**src/rtl/pattern_scan_ctrl_if.sv**
```systemverilog
// Job/byte interface for pattern_scan_ctrl: host job launch, byte stream, status.
// Build with PATTERN_MASK_EN defined to add the cfg_mask don't-care input.
interface pattern_scan_ctrl_if #(
   parameter int MAX_LEN = 8,
   parameter int LEN_W   = 5,
   parameter int CNT_W   = 8
);
   logic               start;
   logic               abort;
   logic [MAX_LEN-1:0] cfg_pattern;
`ifdef PATTERN_MASK_EN
   logic [MAX_LEN-1:0] cfg_mask;
`endif
   logic [LEN_W-1:0]   cfg_len;
   logic [7:0]         cfg_nbytes;
   logic [7:0]         byte_in;
   logic               byte_valid;
   logic               byte_ready;
   logic               busy;
   logic               match_pulse;
   logic [CNT_W-1:0]   match_cnt;
   logic               done;
   logic [1:0]         dbg_state;

   modport master (
      output start, abort, cfg_pattern, cfg_len, cfg_nbytes, byte_in, byte_valid,
`ifdef PATTERN_MASK_EN
      output cfg_mask,
`endif
      input  byte_ready, busy, match_pulse, match_cnt, done, dbg_state
   );

   modport slave (
      input  start, abort, cfg_pattern, cfg_len, cfg_nbytes, byte_in, byte_valid,
`ifdef PATTERN_MASK_EN
      input  cfg_mask,
`endif
      output byte_ready, busy, match_pulse, match_cnt, done, dbg_state
   );
endinterface

```
**src/rtl/pattern_scan_ctrl.sv**
```systemverilog
// Programmable serial pattern-match job controller (MSB-first, overlapping match).
// Optional PATTERN_MASK_EN: latched cfg_mask marks don't-care pattern bits.
module pattern_scan_ctrl #(
   parameter int MAX_LEN = 8,
   parameter int LEN_W   = 5,
   parameter int CNT_W   = 8
) (
   input logic                clk,
   input logic                reset,
   pattern_scan_ctrl_if.slave bus
);
   typedef enum logic [1:0] {
      S_IDLE  = 2'd0,
      S_WAIT  = 2'd1,
      S_SHIFT = 2'd2,
      S_DONE  = 2'd3
   } state_t;

   localparam logic [LEN_W-1:0] MAX_LEN_L = LEN_W'(MAX_LEN);
   localparam logic [CNT_W-1:0] CNT_MAX   = '1;

   state_t             state, state_nxt;
   logic [MAX_LEN-1:0] pat_q, hist_q, hist_nxt, cmp_mask;
`ifdef PATTERN_MASK_EN
   logic [MAX_LEN-1:0] mask_q;
`endif
   logic [LEN_W-1:0]   len_q, seen_q, seen_nxt;
   logic [7:0]         nbytes_q, byte_cnt_q, sbuf_q;
   logic [2:0]         bit_idx_q;
   logic [CNT_W-1:0]   cnt_q;
   logic               match_q;
   logic               len_ok, job_go, byte_go, shift_go, hit;

   // Byte handshake: a byte transfers on a rising edge where byte_valid and
   // byte_ready are both high; the source holds byte_in/byte_valid until then.
   always_comb begin
      len_ok   = (bus.cfg_len != '0) && (bus.cfg_len <= MAX_LEN_L);
      job_go   = (state == S_IDLE) && bus.start && !bus.abort && len_ok;
      byte_go  = (state == S_WAIT) && bus.byte_valid && !bus.abort;
      shift_go = (state == S_SHIFT) && !bus.abort;
      hist_nxt = {hist_q[MAX_LEN-2:0], sbuf_q[bit_idx_q]};
      seen_nxt = (seen_q == MAX_LEN_L) ? seen_q : seen_q + LEN_W'(1);
      cmp_mask = '0;
      for (int i = 0; i < MAX_LEN; i++) begin
`ifdef PATTERN_MASK_EN
         cmp_mask[i] = (LEN_W'(i) < len_q) && mask_q[i];
`else
         cmp_mask[i] = (LEN_W'(i) < len_q);
`endif
      end
      hit = (seen_nxt >= len_q) && (((hist_nxt ^ pat_q) & cmp_mask) == '0);
   end

   always_ff @(posedge clk or negedge reset) begin
      if (!reset) state <= S_IDLE;
      else        state <= state_nxt;
   end

   always_comb begin
      state_nxt       = state;
      bus.byte_ready  = 1'b0;
      bus.busy        = 1'b0;
      bus.done        = 1'b0;
      bus.match_pulse = match_q;
      bus.match_cnt   = cnt_q;
      bus.dbg_state   = state;
      case (state)
         S_IDLE: begin
            if (job_go) state_nxt = (bus.cfg_nbytes == 8'd0) ? S_DONE : S_WAIT;
         end
         S_WAIT: begin
            bus.byte_ready = 1'b1;
            bus.busy       = 1'b1;
            if (bus.abort)           state_nxt = S_IDLE;
            else if (bus.byte_valid) state_nxt = S_SHIFT;
         end
         S_SHIFT: begin
            bus.busy = 1'b1;
            if (bus.abort) state_nxt = S_IDLE;
            else if (bit_idx_q == 3'd0)
               state_nxt = (byte_cnt_q == nbytes_q) ? S_DONE : S_WAIT;
         end
         S_DONE: begin
            // An abort in the completion cycle cancels the done indication.
            bus.done  = !bus.abort;
            state_nxt = S_IDLE;
         end
         default: state_nxt = S_IDLE;
      endcase
   end

   always_ff @(posedge clk or negedge reset) begin
      if (!reset) begin
         pat_q      <= '0;
`ifdef PATTERN_MASK_EN
         mask_q     <= '0;
`endif
         len_q      <= '0;
         nbytes_q   <= '0;
         hist_q     <= '0;
         seen_q     <= '0;
         sbuf_q     <= '0;
         bit_idx_q  <= '0;
         byte_cnt_q <= '0;
         cnt_q      <= '0;
         match_q    <= 1'b0;
      end else begin
         match_q <= shift_go && hit;
         if (job_go) begin
            pat_q      <= bus.cfg_pattern;
`ifdef PATTERN_MASK_EN
            mask_q     <= bus.cfg_mask;
`endif
            len_q      <= bus.cfg_len;
            nbytes_q   <= bus.cfg_nbytes;
            hist_q     <= '0;
            seen_q     <= '0;
            byte_cnt_q <= '0;
            cnt_q      <= '0;
         end
         if (byte_go) begin
            sbuf_q     <= bus.byte_in;
            bit_idx_q  <= 3'd7;
            byte_cnt_q <= byte_cnt_q + 8'd1;
         end
         // History carries across bytes and matches so overlapping and
         // byte-spanning occurrences are all seen.
         if (shift_go) begin
            hist_q    <= hist_nxt;
            seen_q    <= seen_nxt;
            bit_idx_q <= bit_idx_q - 3'd1;
            if (hit && (cnt_q != CNT_MAX)) cnt_q <= cnt_q + CNT_W'(1);
         end
      end
   end
endmodule

```
**src/flat_wrapper.sv**
```systemverilog
// flat-port wrapper written by rule: the top's interface ports become plain ports
module pattern_scan_ctrl_flat 
#(
   parameter int MAX_LEN = 8,
   parameter int LEN_W   = 5,
   parameter int CNT_W   = 8
)
  (clk, reset, bus_start, bus_abort, bus_cfg_pattern, bus_cfg_len, bus_cfg_nbytes, bus_byte_in, bus_byte_valid, bus_byte_ready, bus_busy, bus_match_pulse, bus_match_cnt, bus_done, bus_dbg_state);
  pattern_scan_ctrl_if #(.MAX_LEN(MAX_LEN), .LEN_W(LEN_W), .CNT_W(CNT_W)) bus_i ();
  input logic clk;
  input logic reset;
  input wire logic [$bits(bus_i.start)-1:0] bus_start;
  input wire logic [$bits(bus_i.abort)-1:0] bus_abort;
  input wire logic [$bits(bus_i.cfg_pattern)-1:0] bus_cfg_pattern;
  input wire logic [$bits(bus_i.cfg_len)-1:0] bus_cfg_len;
  input wire logic [$bits(bus_i.cfg_nbytes)-1:0] bus_cfg_nbytes;
  input wire logic [$bits(bus_i.byte_in)-1:0] bus_byte_in;
  input wire logic [$bits(bus_i.byte_valid)-1:0] bus_byte_valid;
  output wire logic [$bits(bus_i.byte_ready)-1:0] bus_byte_ready;
  output wire logic [$bits(bus_i.busy)-1:0] bus_busy;
  output wire logic [$bits(bus_i.match_pulse)-1:0] bus_match_pulse;
  output wire logic [$bits(bus_i.match_cnt)-1:0] bus_match_cnt;
  output wire logic [$bits(bus_i.done)-1:0] bus_done;
  output wire logic [$bits(bus_i.dbg_state)-1:0] bus_dbg_state;
  assign bus_i.start = bus_start;
  assign bus_i.abort = bus_abort;
  assign bus_i.cfg_pattern = bus_cfg_pattern;
  assign bus_i.cfg_len = bus_cfg_len;
  assign bus_i.cfg_nbytes = bus_cfg_nbytes;
  assign bus_i.byte_in = bus_byte_in;
  assign bus_i.byte_valid = bus_byte_valid;
  assign bus_byte_ready = bus_i.byte_ready;
  assign bus_busy = bus_i.busy;
  assign bus_match_pulse = bus_i.match_pulse;
  assign bus_match_cnt = bus_i.match_cnt;
  assign bus_done = bus_i.done;
  assign bus_dbg_state = bus_i.dbg_state;
  pattern_scan_ctrl #(.MAX_LEN(MAX_LEN), .LEN_W(LEN_W), .CNT_W(CNT_W)) u_core (.clk(clk), .reset(reset), .bus(bus_i));
endmodule
```
**config.mk**
```make
export PLATFORM = sky130hd
export DESIGN_NAME = pattern_scan_ctrl_flat
export DESIGN_NICKNAME = d
export VERILOG_FILES = /design/src/rtl/pattern_scan_ctrl_if.sv /design/src/rtl/pattern_scan_ctrl.sv /design/src/flat_wrapper.sv
export SDC_FILE = /design/constraint.sdc
export NUM_CORES = 1
export LEC_CHECK = 0
export CORE_MARGIN = 10
export CORE_UTILIZATION = 60
export CTS_BUF_LIST = sky130_fd_sc_hd__clkbuf_16
export CTS_CLUSTER_SIZE = 25
export DETAILED_ROUTE_END_ITERATION = 7
export DONT_BUFFER_PORTS = 1
export GPL_TIMING_DRIVEN = 1
export PLACE_DENSITY = 0.81
export REMOVE_ABC_BUFFERS = 1
export SYNTH_ARGS = -nofsm -noshare
export SYNTH_HDL_FRONTEND = slang
export SYNTH_SLANG_ARGS = --single-unit
```
**constraint.sdc**
```tcl
create_clock -name clk -period 3.3 [get_ports clk]
set_clock_uncertainty 0.2 [all_clocks]
set_input_delay 0.33 -clock clk [delete_from_list [all_inputs] [get_ports clk]]
set_output_delay 0.33 -clock clk [all_outputs]
set_load 0.05 [all_outputs]
```
# ---- Word level (Yosys, flattened, before mapping)
# Cells that the tools add are included.
dict set report classes {
  n_eq_ne 9
  n_addsub 4
  bitwise 2
  n_reduce_logical 21
  mux 24
  order_cmp 11
}
# operator n
set op_table {}
lappend op_table {{$mux W8} 5}
lappend op_table {{$lt A3 B5 Y1 const A} 4}
lappend op_table {{$add A8 B1 Y8 const B} 2}
lappend op_table {{$logic_not A8 Y1} 2}
lappend op_table {{$mux W5} 3}
lappend op_table {{$mux W2} 7}
lappend op_table {{$logic_and A1 B1 Y1} 10}
lappend op_table {{$lt A1 B5 Y1 const A} 2}
lappend op_table {{$lt A2 B5 Y1 const A} 2}
lappend op_table {{$and A8 B8 Y8} 1}
lappend op_table {{$eq A8 B8 Y1} 1}
lappend op_table {{$ne A8 B8 Y1 const B} 1}
lappend op_table {{$pmux W2 S4} 1}
lappend op_table {{$xor A8 B8 Y8} 1}
lappend op_table {{$mux W7} 1}
lappend op_table {{$mux W3} 2}
lappend op_table {{$ne A3 B3 Y1 const B} 2}
lappend op_table {{$reduce_bool A2 Y1} 3}
lappend op_table {{$add A5 B1 Y5 const B} 1}
lappend op_table {{$eq A5 B4 Y1 const B} 1}
lappend op_table {{$ge A5 B5 Y1} 1}
lappend op_table {{$le A5 B4 Y1 const B} 1}
lappend op_table {{$reduce_bool A5 Y1} 1}
lappend op_table {{$eq A2 B2 Y1 const B} 2}
lappend op_table {{11 further kinds} 14}
dict set report word_totals {
  in_bits 34
  regBits 63
  output_inout_bits 14
}

# ---- Logic depth before layout (Yosys ltp)
dict set report depth {
  word_depth 9
  depth_mapped 11
  ltp_nobuf 11
}

# ---- Least setup slack after synthesis
# Ideal clock, no wire load.
dict set report synth_path {
  path_type {register -> register}
  from {reg u_core.seen_q[0]}
  to {reg u_core.cnt_q[2] (netlist: u_core.bus.match_cnt[2])}
  arrival_ns 2.582
  setup_slack_ns 0.397
  n_path_buf 0
  path_stages_with_launch 12
  synth_period_minus_slack_ns 2.903
  cell_sequence {dfrtp_1 inv_1 ha_1 nor4bb_1 xnor2_1 ha_1 nor2b_1 o21ai_0 a31oi_1 nor4_4 nand2_4 a32o_1}
}
dict set report synth_between {
  elab_chain_len 7
  elab_cells_between_ends 8
  classes_between {add/sub (1); order compare (1); eq/ne (1); mux (3); reduce/logical (2)}
}
# item line
set synth_lines {}
lappend synth_lines {{from (decl)} pattern_scan_ctrl.sv:27} ;# logic [LEN_W-1:0] len_q, seen_q, seen_nxt;
lappend synth_lines {{from (signal assigned)} pattern_scan_ctrl.sv:130} ;# seen_q <= seen_nxt;
lappend synth_lines {{$add A5 B1 Y5 / $eq A5 B4 Y1 (equally long branches)} pattern_scan_ctrl.sv:42} ;# seen_nxt = (seen_q == MAX_LEN_L) ? seen_q : seen_q + LEN_W'(1);
lappend synth_lines {{$mux W5 (*)} pattern_scan_ctrl.sv:42}
lappend synth_lines {{$ge A5 B5 Y1 (*)} pattern_scan_ctrl.sv:51} ;# hit = (seen_nxt >= len_q) && (((hist_nxt ^ pat_q) & cmp_mask) == '0);
lappend synth_lines {{$logic_and A1 B1 Y1 (*)} pattern_scan_ctrl.sv:51}
lappend synth_lines {{$logic_and A1 B1 Y1 (*)} pattern_scan_ctrl.sv:132} ;# if (hit && (cnt_q != CNT_MAX)) cnt_q <= cnt_q + CNT_W'(1);
lappend synth_lines {{$mux W8 (*)} pattern_scan_ctrl.sv:132}
lappend synth_lines {{$mux W8 (*)} pattern_scan_ctrl.sv:128} ;# if (shift_go) begin
lappend synth_lines {{to (signal assigned)} pattern_scan_ctrl.sv:132}
lappend synth_lines {{to (decl)} pattern_scan_ctrl.sv:30} ;# logic [CNT_W-1:0] cnt_q;
# Mark *: on every way between the ends. The rest lies on a longest branch, timed or not.
# A chain may end at the register's enable or synchronous reset.

# ---- Final worst setup path
# Ends and elaborated chain as after synthesis.

==> flow_summary.ini <==
[cells_and_area]
drive_gt1_share_pct = 8.92
utilization_pct = 74.9
final_area_um2 = 4070
final_cell_mix = nand2_1, dfrtp_1, dlygate4sd3_1, nand3_1, mux2_1
syn_to_final_growth_pct = 22.0
antenna_cells = 0
fin_nets = 427

[floorplan]
die_h_um = 94.6
rows = 27
die_w_um = 94.6
start_util_pct = 61.4
core_area_um2 = 5440
design.die.area_um2 = 8950
ioPinCount = 48

[clock_network]
cts_tree = yes
cts.clk_slew.worst_paths_ps = 50
cts.sinks = 63
cts_max_level = 3
clk_latency_ps = 330
cts_buffer_depth = 2
clk_root_buffer_cell = clkbuf_16
numCtsBuffers = 9

[setup_path]
r2r_start = u_core.seen_q[0]
worstPathRequired_ps = 3310
cpPeakStageDelay_ps = 400
startpoint = u_core.seen_q[0]
cp_slowest_cell = dfrtp_1
critical_path_peak_fanout = 7
cp_cell_sequence = inv_1, ha_1, nor4bb_2, xnor2_1, ha_1, nor2b_1, o21ai_0, a31oi_1, nor4_4, buf_4, buf_4, a32o_1
path_class = reg2reg
path_buf_inv = 3
crit_family = compound AO/OA/AOI/OAI gates
endpoint_kind = flip-flop
crit_arrival_ps = 2910
cp-start-kind = flip-flop

[yosys]
synthArstFlopShare_pct = 100
synth-seq-area-share_pct = 47.2
synth.distinct_cells = 38
synthCells = 337
synth_edf_count = 0
syn_area_um2 = 3340
ys_warn_count = 0
avgSynthCellArea_um2 = 9.91
synth_ff_type = dfrtp_1
yosys_register_bits = 63

[detailed_routing]
firstDrtPassIters = 4
drc = 0
via_per_inst = 5.79
drt_iter0_markers = 218
ant_nets = 0
vias = 2623
routed_wl_mm = 8.03
routedWlPerCell_um = 17.7

[worst_hold_path]
hold_start = bus_cfg_len[3]
hold_class = in2reg

[timing]
min_period_ps = 2900
slew_headroom_pct = 51.2
setup_ws_ps = 398
setup-violations-final = 0
post-route-period-util_pct = 87.9
max_freq_mhz = 345
whs_ps = 25.5
tightest_slew_ps = 732
report.final.slew_viol_count = 0
fin_setup_tns_ps = 0
finalHoldViolations = 0
rsz0062_at_grt = no

[power_and_ir_drop]
cellPowerDensity_nw_per_um2 = 805
vdd_drop_max_mv = 0.684
p_leak_uw = 0.00193

[place]
dp_hpwl_mm = 4.95
dpl_worst_slack_ps = 76.6
dpl_cell_area_um2 = 3450
port_buffers = 0
gp_congestion = 0.787

[run]
drv_cap = 0

[global_routing]
antenna_found_initial = 0
grt_start_max_net_pins = 64
grt_pass1_vias = 2757
grt_overflow = 0
track_usage_pct = 18.7
grt_pass1_wl_mm = 13.2

[run_status]
status = completed
==> area by class of cell <==
cell class	count	area, um^2
Inverter	13	48.8
Sequential cell	63	1580
Timing Repair Buffer	42	408
Multi-Input combinational cell	248	1670
Clock inverter	6	53.8
Clock buffer	9	225
Tap cell	72	90.1
Fill cell	332	1370
==> metrics by stage <==
step	cells	power, uW
2_1_floorplan	324	2070
3_3_place_gp	405	2260
3_5_place_dp	405	2310
4_1_cts	450	3260
5_1_grt	453	3470
6_report	453	3280
==> synth_stat cells (2+ instances only) <==
cell type | instances | share of area, %
nand2_1 | 63 | 7.1
a32o_1 | 3 | 0.90
nand3_1 | 26 | 3.9
nor3_1 | 3 | 0.45
mux2i_1 | 6 | 1.8
nor2b_1 | 5 | 0.94
o31ai_1 | 2 | 0.45
or3_1 | 2 | 0.37
ha_1 | 16 | 6.0
buf_1 | 2 | 0.22
xnor2_1 | 15 | 3.9
o21ai_0 | 13 | 1.9
mux2_1 | 20 | 6.7
xor2_1 | 11 | 2.9
dfrtp_1 | 63 | 47
nand4_1 | 2 | 0.37
mux2_2 | 4 | 1.3
clkbuf_1 | 10 | 1.1
and3_1 | 5 | 0.94
nand2b_1 | 3 | 0.56
o21ai_1 | 9 | 1.3
a31oi_1 | 4 | 0.75
inv_1 | 13 | 1.5
nor4_1 | 4 | 0.75
a21oi_1 | 10 | 1.5
nor2_1 | 11 | 1.2
==> where the power goes <==
group	switching [uW]	total (uW)	leakage [uW]	internal [uW]
clock network	322	892	0.000138	570
logic	591	1080	0.000987	486
registers	286	1310	0.000810	1020
total	1200	3280	0.00193	2080
==> state kept, by name, indices dropped and copies added, names as in the netlist <==
| signal | cells |
|---|---|
| u_core.sbuf_q | 8 |
| u_core.seen_q | 5 |
| u_core.nbytes_q | 8 |
| u_core.pat_q | 8 |
| u_core.bus.match_cnt | 8 |
| u_core.bus.match_pulse | 1 |
| u_core.bus.dbg_state | 2 |
| u_core.len_q | 5 |
| u_core.byte_cnt_q | 8 |
| u_core.bit_idx_q | 3 |
| u_core.hist_q | 7 |
==> cells by family (layout without fill, tap and decap cells) <==
group,after synthesis,in the layout,share of synthesized area (%)
AO/OA/AOI/OAI,46,46,8.02
XOR/XNOR,26,26,6.82
adder cells (fa/ha/maj),16,16,6.00
buffers and inverters,26,70,2.96
flip-flops,63,63,47.2
multiplexers,31,31,10.6
AND/OR/NAND/NOR,129,129,18.4
==> what timing repair did <==
action                     in CTS  in global routing
setup endpoints to repair       0                  8
hold buffers                   30                  0
buffers inserted                0                  3
hold endpoints to repair       91                  0
resized for setup               0                  1
==> per-layer routing <==
metal / track usage, % / vias to the layer above / share of wire (%)
met2: 30.2 / 102 / 48
met3: 6.42 / 16 / 8.8
met1: 22.4 / 1264 / 41
met5: 0 / - / 0
met4: 7.73 / 0 / 1.8
li1: - / 1241 / -
==> worst paths after layout <==
path                                            to  slack (ps)  cells past startpoint
setup / recovery           u_core.bus.match_cnt[2]         400                     12
hold / removal                     u_core.len_q[3]          30                      2
setup reg to reg           u_core.bus.match_cnt[2]         400                     12
hold reg to reg                   u_core.sbuf_q[2]         280                      2
max in group asynchronous  u_core.bus.dbg_state[0]        2290                      2
min in group asynchronous         u_core.sbuf_q[3]         320                      2
Power figures use the tool's default switching activity.
